[src/rtl/wb_cellram_ctrl.sv]
// Wishbone B3 classic slave for the Micron CellularRAM in asynchronous mode.
// Each 32-bit access becomes two 16-bit RAM accesses, high half first (big-endian).
// Optional one-entry read cache: define CELLRAM_RD_CACHE_EN.
module wb_cellram_ctrl #(
  parameter int unsigned RD_WAIT     = 4,
  parameter int unsigned WR_WAIT     = 4,
  parameter int unsigned INIT_CYCLES = 7500
) (
  input  logic        wb_clk,
  input  logic        wb_rst,
  input  logic [31:0] wb_adr_i,
  input  logic [31:0] wb_dat_i,
  input  logic [3:0]  wb_sel_i,
  input  logic        wb_we_i,
  input  logic        wb_cyc_i,
  input  logic        wb_stb_i,
  output logic [31:0] wb_dat_o,
  output logic        wb_ack_o,
  output logic [22:0] ram_adr_o,
  input  logic [15:0] ram_dq_i,
  output logic [15:0] ram_dq_o,
  output logic        ram_dq_oe,
  output logic        ram_ce_n,
  output logic        ram_oe_n,
  output logic        ram_we_n,
  output logic        ram_ub_n,
  output logic        ram_lb_n,
  output logic        ram_adv_n,
  output logic        ram_clk,
  output logic        ram_cre
);

  // 16 bits covers INIT_CYCLES up to 65536.
  localparam int unsigned CntW = 16;
  localparam logic [CntW-1:0] InitLoad = CntW'(INIT_CYCLES - 1);
  localparam logic [CntW-1:0] RdLoad   = CntW'(RD_WAIT - 1);
  localparam logic [CntW-1:0] WrLoad   = CntW'(WR_WAIT - 1);

  typedef enum logic [2:0] {StInit, StIdle, StAccHi, StGap1, StAccLo, StGap2, StAck} state_e;

  state_e          state_q, state_d;
  logic [CntW-1:0] cnt_q, cnt_d;
  logic [21:0]     adr_q, adr_d;
  logic [31:0]     dat_q, dat_d;
  logic [3:0]      sel_q, sel_d;
  logic            we_q, we_d;
  logic [15:0]     hi_q, hi_d, lo_q, lo_d;
  logic            ack_d;
  logic [31:0]     dat_o_d;
  logic [22:0]     ram_adr_d;
  logic [15:0]     dq_o_d;
  logic            dq_oe_d, ce_n_d, oe_n_d, we_n_d, ub_n_d, lb_n_d;
  logic            req;
  logic            cache_hit;
  logic [31:0]     cache_dat;
  logic            unused_adr;

  assign req        = wb_cyc_i & wb_stb_i;
  assign unused_adr = ^{wb_adr_i[31:24], wb_adr_i[1:0]};
  assign ram_adv_n  = 1'b0;
  assign ram_clk    = 1'b0;
  assign ram_cre    = 1'b0;

`ifdef CELLRAM_RD_CACHE_EN
  logic        cache_vld_q;
  logic [21:0] cache_adr_q;
  logic [31:0] cache_dat_q;

  assign cache_hit = cache_vld_q && !wb_we_i && (cache_adr_q == wb_adr_i[23:2]);
  assign cache_dat = cache_dat_q;

  // Cache entry: invalidated by any write to its word, refilled on read completion.
  always_ff @(posedge wb_clk or posedge wb_rst) begin
    if (wb_rst) begin
      cache_vld_q <= 1'b0;
      cache_adr_q <= '0;
      cache_dat_q <= '0;
    end else if (state_q == StIdle && req && wb_we_i && cache_adr_q == wb_adr_i[23:2]) begin
      cache_vld_q <= 1'b0;
    end else if (state_q == StGap2 && !we_q) begin
      cache_vld_q <= 1'b1;
      cache_adr_q <= adr_q;
      cache_dat_q <= {hi_q, lo_q};
    end
  end
`else
  assign cache_hit = 1'b0;
  assign cache_dat = '0;
`endif

  // Next state, request latch, read capture and registered pad values.
  always_comb begin
    state_d   = state_q;
    cnt_d     = cnt_q;
    adr_d     = adr_q;
    dat_d     = dat_q;
    sel_d     = sel_q;
    we_d      = we_q;
    hi_d      = hi_q;
    lo_d      = lo_q;
    ack_d     = 1'b0;
    dat_o_d   = wb_dat_o;
    case (state_q)
      StInit: begin
        if (cnt_q == '0) state_d = StIdle;
        else             cnt_d   = cnt_q - 1'b1;
      end
      StIdle: begin
        if (req) begin
          adr_d = wb_adr_i[23:2];
          dat_d = wb_dat_i;
          sel_d = wb_sel_i;
          we_d  = wb_we_i;
          if (cache_hit) begin
            state_d = StAck;
            ack_d   = 1'b1;
            dat_o_d = cache_dat;
          end else begin
            state_d = StAccHi;
            cnt_d   = wb_we_i ? WrLoad : RdLoad;
          end
        end
      end
      StAccHi: begin
        if (cnt_q == '0) begin
          if (!we_q) hi_d = ram_dq_i;
          state_d = StGap1;
        end else begin
          cnt_d = cnt_q - 1'b1;
        end
      end
      StGap1: begin
        state_d = StAccLo;
        cnt_d   = we_q ? WrLoad : RdLoad;
      end
      StAccLo: begin
        if (cnt_q == '0) begin
          if (!we_q) lo_d = ram_dq_i;
          state_d = StGap2;
        end else begin
          cnt_d = cnt_q - 1'b1;
        end
      end
      StGap2: begin
        // An abandoned request finishes on the RAM but is not acknowledged.
        state_d = StAck;
        ack_d   = req;
        if (!we_q) dat_o_d = {hi_q, lo_q};
      end
      StAck:   state_d = StIdle;
      default: state_d = StInit;
    endcase

    // Pad values are derived from the next state so they appear registered.
    ram_adr_d = ram_adr_o;
    dq_o_d    = ram_dq_o;
    dq_oe_d   = 1'b0;
    ce_n_d    = 1'b1;
    oe_n_d    = 1'b1;
    we_n_d    = 1'b1;
    ub_n_d    = 1'b1;
    lb_n_d    = 1'b1;
    case (state_d)
      StAccHi, StAccLo: begin
        ce_n_d    = 1'b0;
        ram_adr_d = {adr_d, (state_d == StAccLo)};
        dq_o_d    = (state_d == StAccLo) ? dat_d[15:0] : dat_d[31:16];
        if (we_d) begin
          we_n_d  = 1'b0;
          dq_oe_d = 1'b1;
          ub_n_d  = (state_d == StAccLo) ? !sel_d[1] : !sel_d[3];
          lb_n_d  = (state_d == StAccLo) ? !sel_d[0] : !sel_d[2];
        end else begin
          oe_n_d = 1'b0;
          ub_n_d = 1'b0;
          lb_n_d = 1'b0;
        end
      end
      // Keep driving write data through the gap for data hold time.
      StGap1, StGap2: dq_oe_d = we_d;
      default: ;
    endcase
  end

  // State, counter and output registers.
  always_ff @(posedge wb_clk or posedge wb_rst) begin
    if (wb_rst) begin
      state_q   <= StInit;
      cnt_q     <= InitLoad;
      adr_q     <= '0;
      dat_q     <= '0;
      sel_q     <= '0;
      we_q      <= 1'b0;
      hi_q      <= '0;
      lo_q      <= '0;
      wb_ack_o  <= 1'b0;
      wb_dat_o  <= '0;
      ram_adr_o <= '0;
      ram_dq_o  <= '0;
      ram_dq_oe <= 1'b0;
      ram_ce_n  <= 1'b1;
      ram_oe_n  <= 1'b1;
      ram_we_n  <= 1'b1;
      ram_ub_n  <= 1'b1;
      ram_lb_n  <= 1'b1;
    end else begin
      state_q   <= state_d;
      cnt_q     <= cnt_d;
      adr_q     <= adr_d;
      dat_q     <= dat_d;
      sel_q     <= sel_d;
      we_q      <= we_d;
      hi_q      <= hi_d;
      lo_q      <= lo_d;
      wb_ack_o  <= ack_d;
      wb_dat_o  <= dat_o_d;
      ram_adr_o <= ram_adr_d;
      ram_dq_o  <= dq_o_d;
      ram_dq_oe <= dq_oe_d;
      ram_ce_n  <= ce_n_d;
      ram_oe_n  <= oe_n_d;
      ram_we_n  <= we_n_d;
      ram_ub_n  <= ub_n_d;
      ram_lb_n  <= lb_n_d;
    end
  end

endmodule

[config.mk]
export PLATFORM = sky130hd
export DESIGN_NAME = wb_cellram_ctrl
export DESIGN_NICKNAME = d
export VERILOG_FILES = /design/src/rtl/wb_cellram_ctrl.sv
export SDC_FILE = /design/constraint.sdc
export NUM_CORES = 1
export LEC_CHECK = 0
export ABC_AREA = 1
export CAP_MARGIN = 20
export CORE_ASPECT_RATIO = 0.8
export CORE_MARGIN = 2
export CORE_UTILIZATION = 40
export CTS_BUF_LIST = sky130_fd_sc_hd__clkbuf_16
export CTS_CLUSTER_SIZE = 30
export DETAILED_ROUTE_END_ITERATION = 8
export PLACE_DENSITY = 0.65
export SYNTH_ARGS = -nofsm -noshare
export SYNTH_HDL_FRONTEND = slang
export SYNTH_SLANG_ARGS = --single-unit
[constraint.sdc]
create_clock -name wb_clk -period 11.1 [get_ports wb_clk]
set_input_delay 1.11 -clock wb_clk [delete_from_list [all_inputs] [get_ports wb_clk]]
set_output_delay 1.11 -clock wb_clk [all_outputs]
set_load 0.02 [all_outputs]
==> results_dict.tcl, run 1 <==
set metrics [dict create \
    grtUsageMet3_pct 4.80 \
    switching_power_mw 1.00 \
    slew_viol_final 0 \
    period_needed_ps 3260 \
    ctsHoldBuffers 0 \
    dpl_cell_area_mm2 0.00956 \
    cts_inserted_buffers 17 \
    num_vias 5743 \
    p_int_mw 1.72 \
    ys_ff_latch 188 \
    multi_input_area_mm2 0.00266 \
    fin_tns_setup_ps 0 \
    max_stage_delay_ps 550 \
    final_hold_viol_count 0 \
    fmax_mhz 307 \
    antenna_found_initial 0 \
    grt_busiest_layer "met2" \
    die_width_um 160 \
    cp-start-kind "primary input" \
    core_area_mm2 0.0191 \
    power_mw 2.72 \
    nNetsFinal 1067 \
    die_h_um 129 \
    post-route-drc-count 0 \
    start_util_pct 41.0 \
    regArea_mm2 0.00472 \
    fillers 1716 \
    cts_tree "done" \
    syn2layout_area_growth_pct 30.2 \
    drive_above_1_share_pct 12.7 \
    wirelength_mm 17.2 \
    grt_start_max_net_pins 115 \
    h-tree-depth 4 \
    layout_common_cells "nand2_1, dfrtp_1, clkdlybuf4s50_1" \
    worstPathRequired_ps 11420 \
    final_area_mm2 0.0102 \
    cts_resized 0 \
    grt-ovfl-total 0 \
    finalNonFillerCells 1248 \
    rrSetupSlack_ps 8270 \
    cp.arrival_ps 3580 \
    path_class "primary input to flip-flop" \
    dr.first_iter.drc_count 326 \
    cts_max_path_buffers 2 \
    n_antenna_cell 0 \
    ys_seq_area_share_pct 60.3 \
    p_comb_share_pct 37.7 \
    worstSkewPairLatency_ps 430 \
    grt_pass1_wl_mm 28.4 \
    finalClockSkew_ps 13.5 \
    post-place-cells 1215 \
    pwr-share-seq_pct 39.4 \
    avgSynthCellArea_um2 9.41 \
    cts_root_buf "clkbuf_16" \
    clock_sinks 188 \
    power.leakage_nw 5.07 \
    post_drt_wl_per_cell_um 13.7 \
    grt_usage_pct 17.2 \
    netlist_area_mm2 0.00783 \
    drtPass1Iterations 5 \
    syn_inst 832 \
    endpoint_kind "flip-flop" \
    vdd_ir_drop_max_v 0.000120 \
    ant_nets 0 \
    hold_path.class "flip-flop to flip-flop" \
    worst-path-buf-inv 3 \
    path_common_cell "nand2_1" \
    finalCritPeriodShare_pct 29.4 \
    p_per_area_mw_per_mm2 267 \
    met2_usage_pct 26.2 \
    post_cts_buffers 0 \
    status "completed" \
    drv_cap 0 \
    gp_congestion 0.793 \
    met1_usage_pct 24.3 \
    layout_commonest_cell "nand2_1" \
    worstMarginPinSlew_ps 923 \
    switching_share_pct 36.8 \
    critPathMaxFanout 61 \
    cp_cell_sequence "clkdlybuf4s50_1 -> nand2_1 -> inv_1 -> nand2_4 -> inv_2 -> or2_2 -> o21ai_0 -> nand2_1 -> nand3_1 -> nand2_1" \
    first_global_vias 5598 \
    max_slew_margin_pct 38.5 \
    synth_cell_types 31 \
    num_io_pins 170 \
    power.clock.fraction_pct 22.9 \
    dp_hpwl_mm 10.7 \
    viasPerCell 4.60 \
    clk_pin_slew_ps 70 \
    cpMaxStageDelayCell "inv_2" \
    portBuffers 156 \
    grt_setup_unrepaired "false" \
    setup_viol_count_final 0 \
    yosysWarnings 0 \
    die_area_mm2 0.0207 \
    rows 45 \
    path_delay_family "simple AND/OR/NAND/NOR gates" \
]
## per-layer routing
metal | wire length [µm] | part of all wire (%) | up-vias
met3 | 916 | 5.3 | 10
met5 | 0 | 0 | -
met1 | 8510 | 50 | 2727
li1 | - | - | 2901
met2 | 7580 | 44 | 105
met4 | 146 | 0.85 | 0
## power groups by stage
stage | registers, mW | logic [mW] | clock network (mW)
2_1_floorplan | 1.19 | 0.561 | 0
3_3_place_gp | 1.08 | 1.02 | 0
3_5_place_dp | 1.08 | 1.03 | 0
4_1_cts | 1.07 | 1.04 | 0.638
5_1_grt | 1.11 | 1.15 | 0.666
6_report | 1.07 | 1.03 | 0.622
## worst paths after layout
kind / start / to / cells past startpoint
min reg2reg: ram_adr_o[2] / ram_adr_o[2] / 2
min: ram_adr_o[2] / ram_adr_o[2] / 2
max in group asynchronous: wb_rst / cnt_q[5] / 3
min in group asynchronous: wb_rst / ram_dq_o[8] / 2
max: wb_cyc_i / ram_dq_o[11] / 10
max reg2reg: cnt_q[0] / ram_adr_o[10] / 11
## state kept, by name, indices dropped and copies added, names as in the netlist, 3 cells and up
register	cells
adr_q	22
cnt_q	16
dat_q	32
hi_q	16
lo_q	16
ram_adr_o	23
ram_dq_o	16
sel_q	4
state_q	3
wb_dat_o	32
## logic make-up after synthesis
| family | synth area share [%] |
|---|---|
| adders and majority gates | 0.160 |
| AOI/OAI and AO/OA | 5.87 |
| buffers and inverters | 5.77 |
| xor gates and xnor gates | 0.560 |
| and+or+nand+nor | 22.7 |
| other | 0.0479 |
| DFF | 60.3 |
| muxes | 4.60 |
## cell usage after synthesis
master / count / area (µm²)
o21ai_0: 50 / 250
ha_1: 1 / 12.5
dfrtp_1: 175 / 4380
clkbuf_1: 8 / 30.0
nand3_2: 3 / 30.0
xnor2_1: 3 / 26.3
xor2_1: 2 / 17.5
buf_4: 11 / 82.6
clkbuf_2: 1 / 5.00
nand2_1: 297 / 1110
a21oi_1: 6 / 30.0
nand3b_1: 6 / 45.0
nand3_1: 31 / 155
o21ai_2: 1 / 8.76
mux2_2: 32 / 360
nand2_4: 1 / 11.3
conb_1: 1 / 3.75
nor3_1: 1 / 5.00
nor2_1: 31 / 116
o21ai_1: 28 / 140
nor2_4: 2 / 22.5
nand3_4: 1 / 17.5
nand4_2: 1 / 12.5
dfstp_2: 13 / 342
o31ai_1: 4 / 30.0
inv_2: 5 / 18.8
or2_2: 24 / 150
or2_1: 11 / 68.8
buf_2: 18 / 90.1
nor2_2: 4 / 25.0
inv_1: 60 / 225
## through the flow
| stage | util [%] | hold WS (ps) | setup WS, ps |
|---|---|---|---|
| 3_3_place_gp | 50.1 | 455 | 7340 |
| 6_report | 53.4 | 471 | 7840 |
| 4_1_cts | 53.3 | 475 | 7780 |
| 5_1_grt | 53.4 | 490 | 7600 |
| 2_1_floorplan | - | 445 | 4900 |
| 3_5_place_dp | 50.1 | 457 | 7320 |
## layout make-up
| cell class | instances | share of cell area [%] |
|---|---|---|
| Clock buffer | 17 | 4.17 |
| Clock inverter | 15 | 1.90 |
| Inverter | 65 | 2.47 |
| Multi-Input combinational cell | 543 | 26.1 |
| Sequential cell | 188 | 46.3 |
| Tap cell | 258 | 3.17 |
| Timing Repair Buffer | 162 | 15.8 |
## worst min-delay path, delay by kind of cell, from the launching register on
kind | cells | cell delay [ps]
flops | 1 | 340
simple gates | 2 | 90
Power figures use the tool's default switching activity.
==> run 2, diff against run 1 <==
==> constraint.sdc (replaced) <==
create_clock -name wb_clk -period 3 [get_ports wb_clk]
set_input_delay 0.3 -clock wb_clk [delete_from_list [all_inputs] [get_ports wb_clk]]
set_output_delay 0.3 -clock wb_clk [all_outputs]
set_load 0.02 [all_outputs]
==> results_dict.tcl, run 2 (synthesized netlist as in run 1, its figures left out) <==
set metrics [dict create \
    cts_resized 0 \
    vdd_ir_drop_max_v 0.000560 \
    slew_viol_final 0 \
    grt_usage_pct 17.4 \
    grt_pass1_wl_mm 28.7 \
    post-route-drc-count 0 \
    worstPathRequired_ps 3370 \
    period_needed_ps 2260 \
    clock_sinks 188 \
    finalClockSkew_ps 10.9 \
    status "completed" \
    grt_setup_unrepaired "false" \
    layout_common_cells "nand2_1, dfrtp_1, clkdlybuf4s50_1" \
    switching_power_mw 3.67 \
    final_hold_viol_count 0 \
    dr.first_iter.drc_count 398 \
    die_h_um 129 \
    grt_start_max_net_pins 76 \
    num_io_pins 170 \
    clk_pin_slew_ps 70 \
    cts_root_buf "clkbuf_16" \
    cts_max_path_buffers 2 \
    worstMarginPinSlew_ps 635 \
    cp.arrival_ps 2620 \
    ant_nets 0 \
    cp-start-kind "flip-flop" \
    antenna_found_initial 1 \
    pwr-share-seq_pct 39.2 \
    cts_inserted_buffers 17 \
    die_area_mm2 0.0207 \
    dp_hpwl_mm 11.2 \
    fin_tns_setup_ps 0 \
    nNetsFinal 1080 \
    grt-ovfl-total 0 \
    critPathMaxFanout 18 \
    num_vias 5837 \
    fmax_mhz 443 \
    syn2layout_area_growth_pct 31.5 \
    ctsHoldBuffers 0 \
    layout_commonest_cell "nand2_1" \
    switching_share_pct 36.2 \
    hold_path.class "primary input to asynchronous set/reset pin" \
    power.leakage_nw 5.12 \
    drv_cap 0 \
    start_util_pct 41.0 \
    setup_viol_count_final 0 \
    max_slew_margin_pct 57.6 \
    p_comb_share_pct 37.9 \
    fin_ws_ps 744 \
    power.clock.fraction_pct 22.9 \
    cts_tree "done" \
    drtPass1Iterations 4 \
    gp_congestion 0.773 \
    die_width_um 160 \
    finalCritPeriodShare_pct 75.2 \
    p_int_mw 6.47 \
    first_global_vias 5616 \
    post_cts_buffers 0 \
    core_area_mm2 0.0191 \
    post_drt_wl_per_cell_um 13.7 \
    viasPerCell 4.63 \
    p_per_area_mw_per_mm2 986 \
    rows 45 \
    portBuffers 156 \
    path_class "flip-flop to flip-flop" \
    drive_above_1_share_pct 13.8 \
    worstSkewPairLatency_ps 430 \
    rrSetupSlack_ps 740 \
    n_antenna_cell 0 \
    wirelength_mm 17.3 \
    place_ws_ps 782 \
    endpoint_kind "flip-flop" \
    top_regs "dat_q x32, wb_dat_o x32, ram_adr_o x23" \
    h-tree-depth 4 \
]
==> run 2: power by group through the flow <==
stage,clock (mW),sequential (mW),combinational [mW]
2_1_floorplan,0,4.39,2.08
3_3_place_gp,0,4.00,3.82
3_5_place_dp,0,4.02,3.87
4_1_cts,2.38,3.99,3.89
5_1_grt,2.48,4.09,4.33
6_report,2.32,3.98,3.84
==> run 2: path summary, 6_finish.rpt <==
check / from / end / depth (start not counted)
hold / removal: wb_rst / dat_q[26] / 2
setup reg to reg: cnt_q[0] / ram_adr_o[8] / 11
min in group wb_clk: wb_adr_i[16] / adr_q[14] / 3
max in group asynchronous: wb_rst / cnt_q[6] / 3
hold reg to reg: adr_q[12] / adr_q[12] / 2
setup / recovery: cnt_q[0] / ram_adr_o[8] / 11
==> run 2: layer usage <==
| metal | part of all wire [%] | vias to the layer above | global-route usage, % | wire length, µm |
|---|---|---|---|---|
| met1 | 50 | 2770 | 24.8 | 8660 |
| met5 | 0.075 | - | 0 | 13 |
| li1 | - | 2920 | - | - |
| met3 | 4.9 | 15 | 4.61 | 852 |
| met2 | 44 | 130 | 26.4 | 7550 |
| met4 | 1.0 | 2 | 4.66 | 176 |
==> run 2: per-stage QoR <==
stage / utilization (%) / area (µm²) / hold WS, ps / power, mW / cells
finish: 53.9 / 10300 / 292 / 10.1 / 1261
global route: 53.9 / 10300 / 333 / 10.9 / 1261
CTS: 53.9 / 10300 / 303 / 10.3 / 1261
detailed placement: 50.7 / 9680 / 457 / 7.89 / 1229
global placement: 50.7 / 9680 / 455 / 7.82 / 1229
floorplan: - / 7840 / 430 / 6.47 / 834
==> run 2: cell type report <==
| class | count | area (µm²) |
|---|---|---|
| multi-input cells | 543 | 2660 |
| clock inverters | 15 | 181 |
| fillers | 1705 | 8800 |
| inverters | 65 | 248 |
| well taps | 258 | 323 |
| clock buffers | 17 | 425 |
| repair buffers | 175 | 1730 |
| flip-flops and latches | 188 | 4720 |
==> run 2: critical path, cell delays in order (launching register included) <==
cell	delay [ps]
dfstp_2	380
inv_1	120
ha_1	270
nand2_1	200
nor2_2	190
nand3_2	140
nand3_4	120
nor2_4	60
inv_2	290
buf_4	290
nand2_1	70
nand2_1	60
==> run 3, diff against run 2 <==
==> constraint.sdc (replaced) <==
create_clock -name wb_clk -period 2.3 [get_ports wb_clk]
set_input_delay 0.23 -clock wb_clk [delete_from_list [all_inputs] [get_ports wb_clk]]
set_output_delay 0.23 -clock wb_clk [all_outputs]
set_load 0.02 [all_outputs]
==> results_dict.tcl, run 3 (synthesized netlist as in run 1, its figures left out) <==
set metrics [dict create \
    status "completed" \
    cts_inserted_buffers 17 \
    worstSkewPairLatency_ps 430 \
    rows 45 \
    drive_above_1_share_pct 14.0 \
    layout_commonest_cell "nand2_1" \
    hold_path.class "primary input to asynchronous set/reset pin" \
    cts_max_path_buffers 2 \
    cp.arrival_ps 2410 \
    slew_viol_final 0 \
    place_ws_ps 197 \
    h-tree-depth 4 \
    final_area_mm2 0.0104 \
    dp_hpwl_mm 11.3 \
    viasPerCell 4.61 \
    cp_cell_sequence "inv_1 -> ha_1 -> nand2_1 -> nor2_2 -> nand3_2 -> buf_4 -> nand3_4 -> nor2_4 -> inv_2 -> buf_4 -> nand2_1 -> nand2_1" \
    clk_pin_slew_ps 70 \
    dpl_cell_area_mm2 0.00978 \
    setup_viol_count_final 0 \
    fillers 1705 \
    switching_share_pct 35.8 \
    switching_power_mw 4.81 \
    pwr-share-seq_pct 38.7 \
    vdd_ir_drop_max_v 0.000629 \
    grt_usage_pct 17.5 \
    ant_nets 0 \
    utilization_pct 54.6 \
    grt_setup_unrepaired "false" \
    post-route-drc-count 0 \
    p_int_mw 8.63 \
    cpMaxStageDelayCell "dfstp_2" \
    portBuffers 156 \
    fin_ws_ps 210 \
    grt-ovfl-total 0 \
    core_area_mm2 0.0191 \
    wirelength_mm 17.4 \
    cp-start-kind "flip-flop" \
    finalCritPeriodShare_pct 90.9 \
    grt_pass1_wl_mm 29.0 \
    dr.first_iter.drc_count 332 \
    worstPathRequired_ps 2620 \
    critPathMaxFanout 12 \
    top_regs "dat_q x32, wb_dat_o x32, ram_adr_o x23" \
    drtPass1Iterations 4 \
    fmax_mhz 479 \
    nNetsFinal 1083 \
    drv_cap 0 \
    endpoint_kind "flip-flop" \
    layout_common_cells "nand2_1, dfrtp_1, clkdlybuf4s50_1" \
    setup.worst_path.start "cnt_q[0]" \
    p_comb_share_pct 38.0 \
    final_hold_viol_count 0 \
    num_io_pins 170 \
    power.clock.fraction_pct 23.3 \
    num_vias 5821 \
    antenna_found_initial 1 \
    die_h_um 129 \
    n_antenna_cell 0 \
    post_cts_buffers 0 \
    rrSetupSlack_ps 210 \
    gp_congestion 0.803 \
    die_width_um 160 \
    grt_start_max_net_pins 76 \
    syn2layout_area_growth_pct 33.1 \
    finalClockSkew_ps 10.3 \
    p_per_area_mw_per_mm2 1290 \
    path_common_cell "nand2_1" \
    max_stage_delay_ps 540 \
    timing.rr.start "cnt_q[0]" \
    cts_root_buf "clkbuf_16" \
    power.leakage_nw 5.19 \
    die_area_mm2 0.0207 \
    fin_tns_setup_ps 0 \
    cts_tree "done" \
    first_global_vias 5763 \
    reg2reg_to "ram_adr_o[1]" \
    period_needed_ps 2090 \
    post_drt_wl_per_cell_um 13.8 \
    clock_sinks 188 \
    path_class "flip-flop to flip-flop" \
    r2r_cells 12 \
    start_util_pct 41.0 \
]
[run 3: how the worst max path moves through the flow]
stage                    to  slack (ps)
2_1_floorplan      adr_q[0]        -340
3_3_place_gp   ram_adr_o[0]         210
3_5_place_dp   ram_adr_o[0]         200
4_1_cts        ram_adr_o[0]         180
5_1_grt        ram_adr_o[1]           8
6_report       ram_adr_o[1]         210
[run 3: repair_timing]
item,in CTS,in global routing
gates resized for setup,0,1
setup endpoints to repair,0,3
hold buffers,0,0
[run 3: worst max-delay path, delay by kind of cell, from the launching register on]
kind / cells / cell delay, ps
AND/OR/NAND/NOR: 7 / 630
adder cells (fa/ha/maj): 1 / 230
flip-flops: 1 / 540
buffers and inverters: 4 / 590
[run 3: per-layer routing]
metal	part of all wire [%]	GRT usage (%)	vias to the layer above
met5	0.063	0	-
met4	0.88	4.08	2
met3	5.0	4.87	16
met2	43	26.4	125
met1	51	25.2	2749
li1	-	-	2929
[run 3: area by class of cell]
cell class,instances,area [µm²],share of cell area (%)
clock inverter,15,203,1.95
sequential,188,4720,45.3
inverter,65,248,2.38
clock buffer,17,425,4.08
multi-input combinational,543,2670,25.6
timing repair buffer,178,1830,17.5
tap,258,323,3.10
[run 3: power groups by stage]
stage                     Sequential (mW)  Clock (mW)  Combinational [mW]
after global placement               5.22           0                5.06
after floorplan                      5.73           0                2.71
final                                5.20        3.13                5.11
after global routing                 5.34        3.35                5.72
after detailed placement             5.24           0                5.15
after CTS                            5.20        3.21                5.17
[run 3: metrics by stage]
stage	power, mW	instances	hold slack [ps]
detailed placement	10.4	1232	459
global route	14.4	1264	120
global placement	10.3	1232	455
CTS	13.6	1264	88.3
floorplan	8.44	834	360
finish	13.4	1264	101
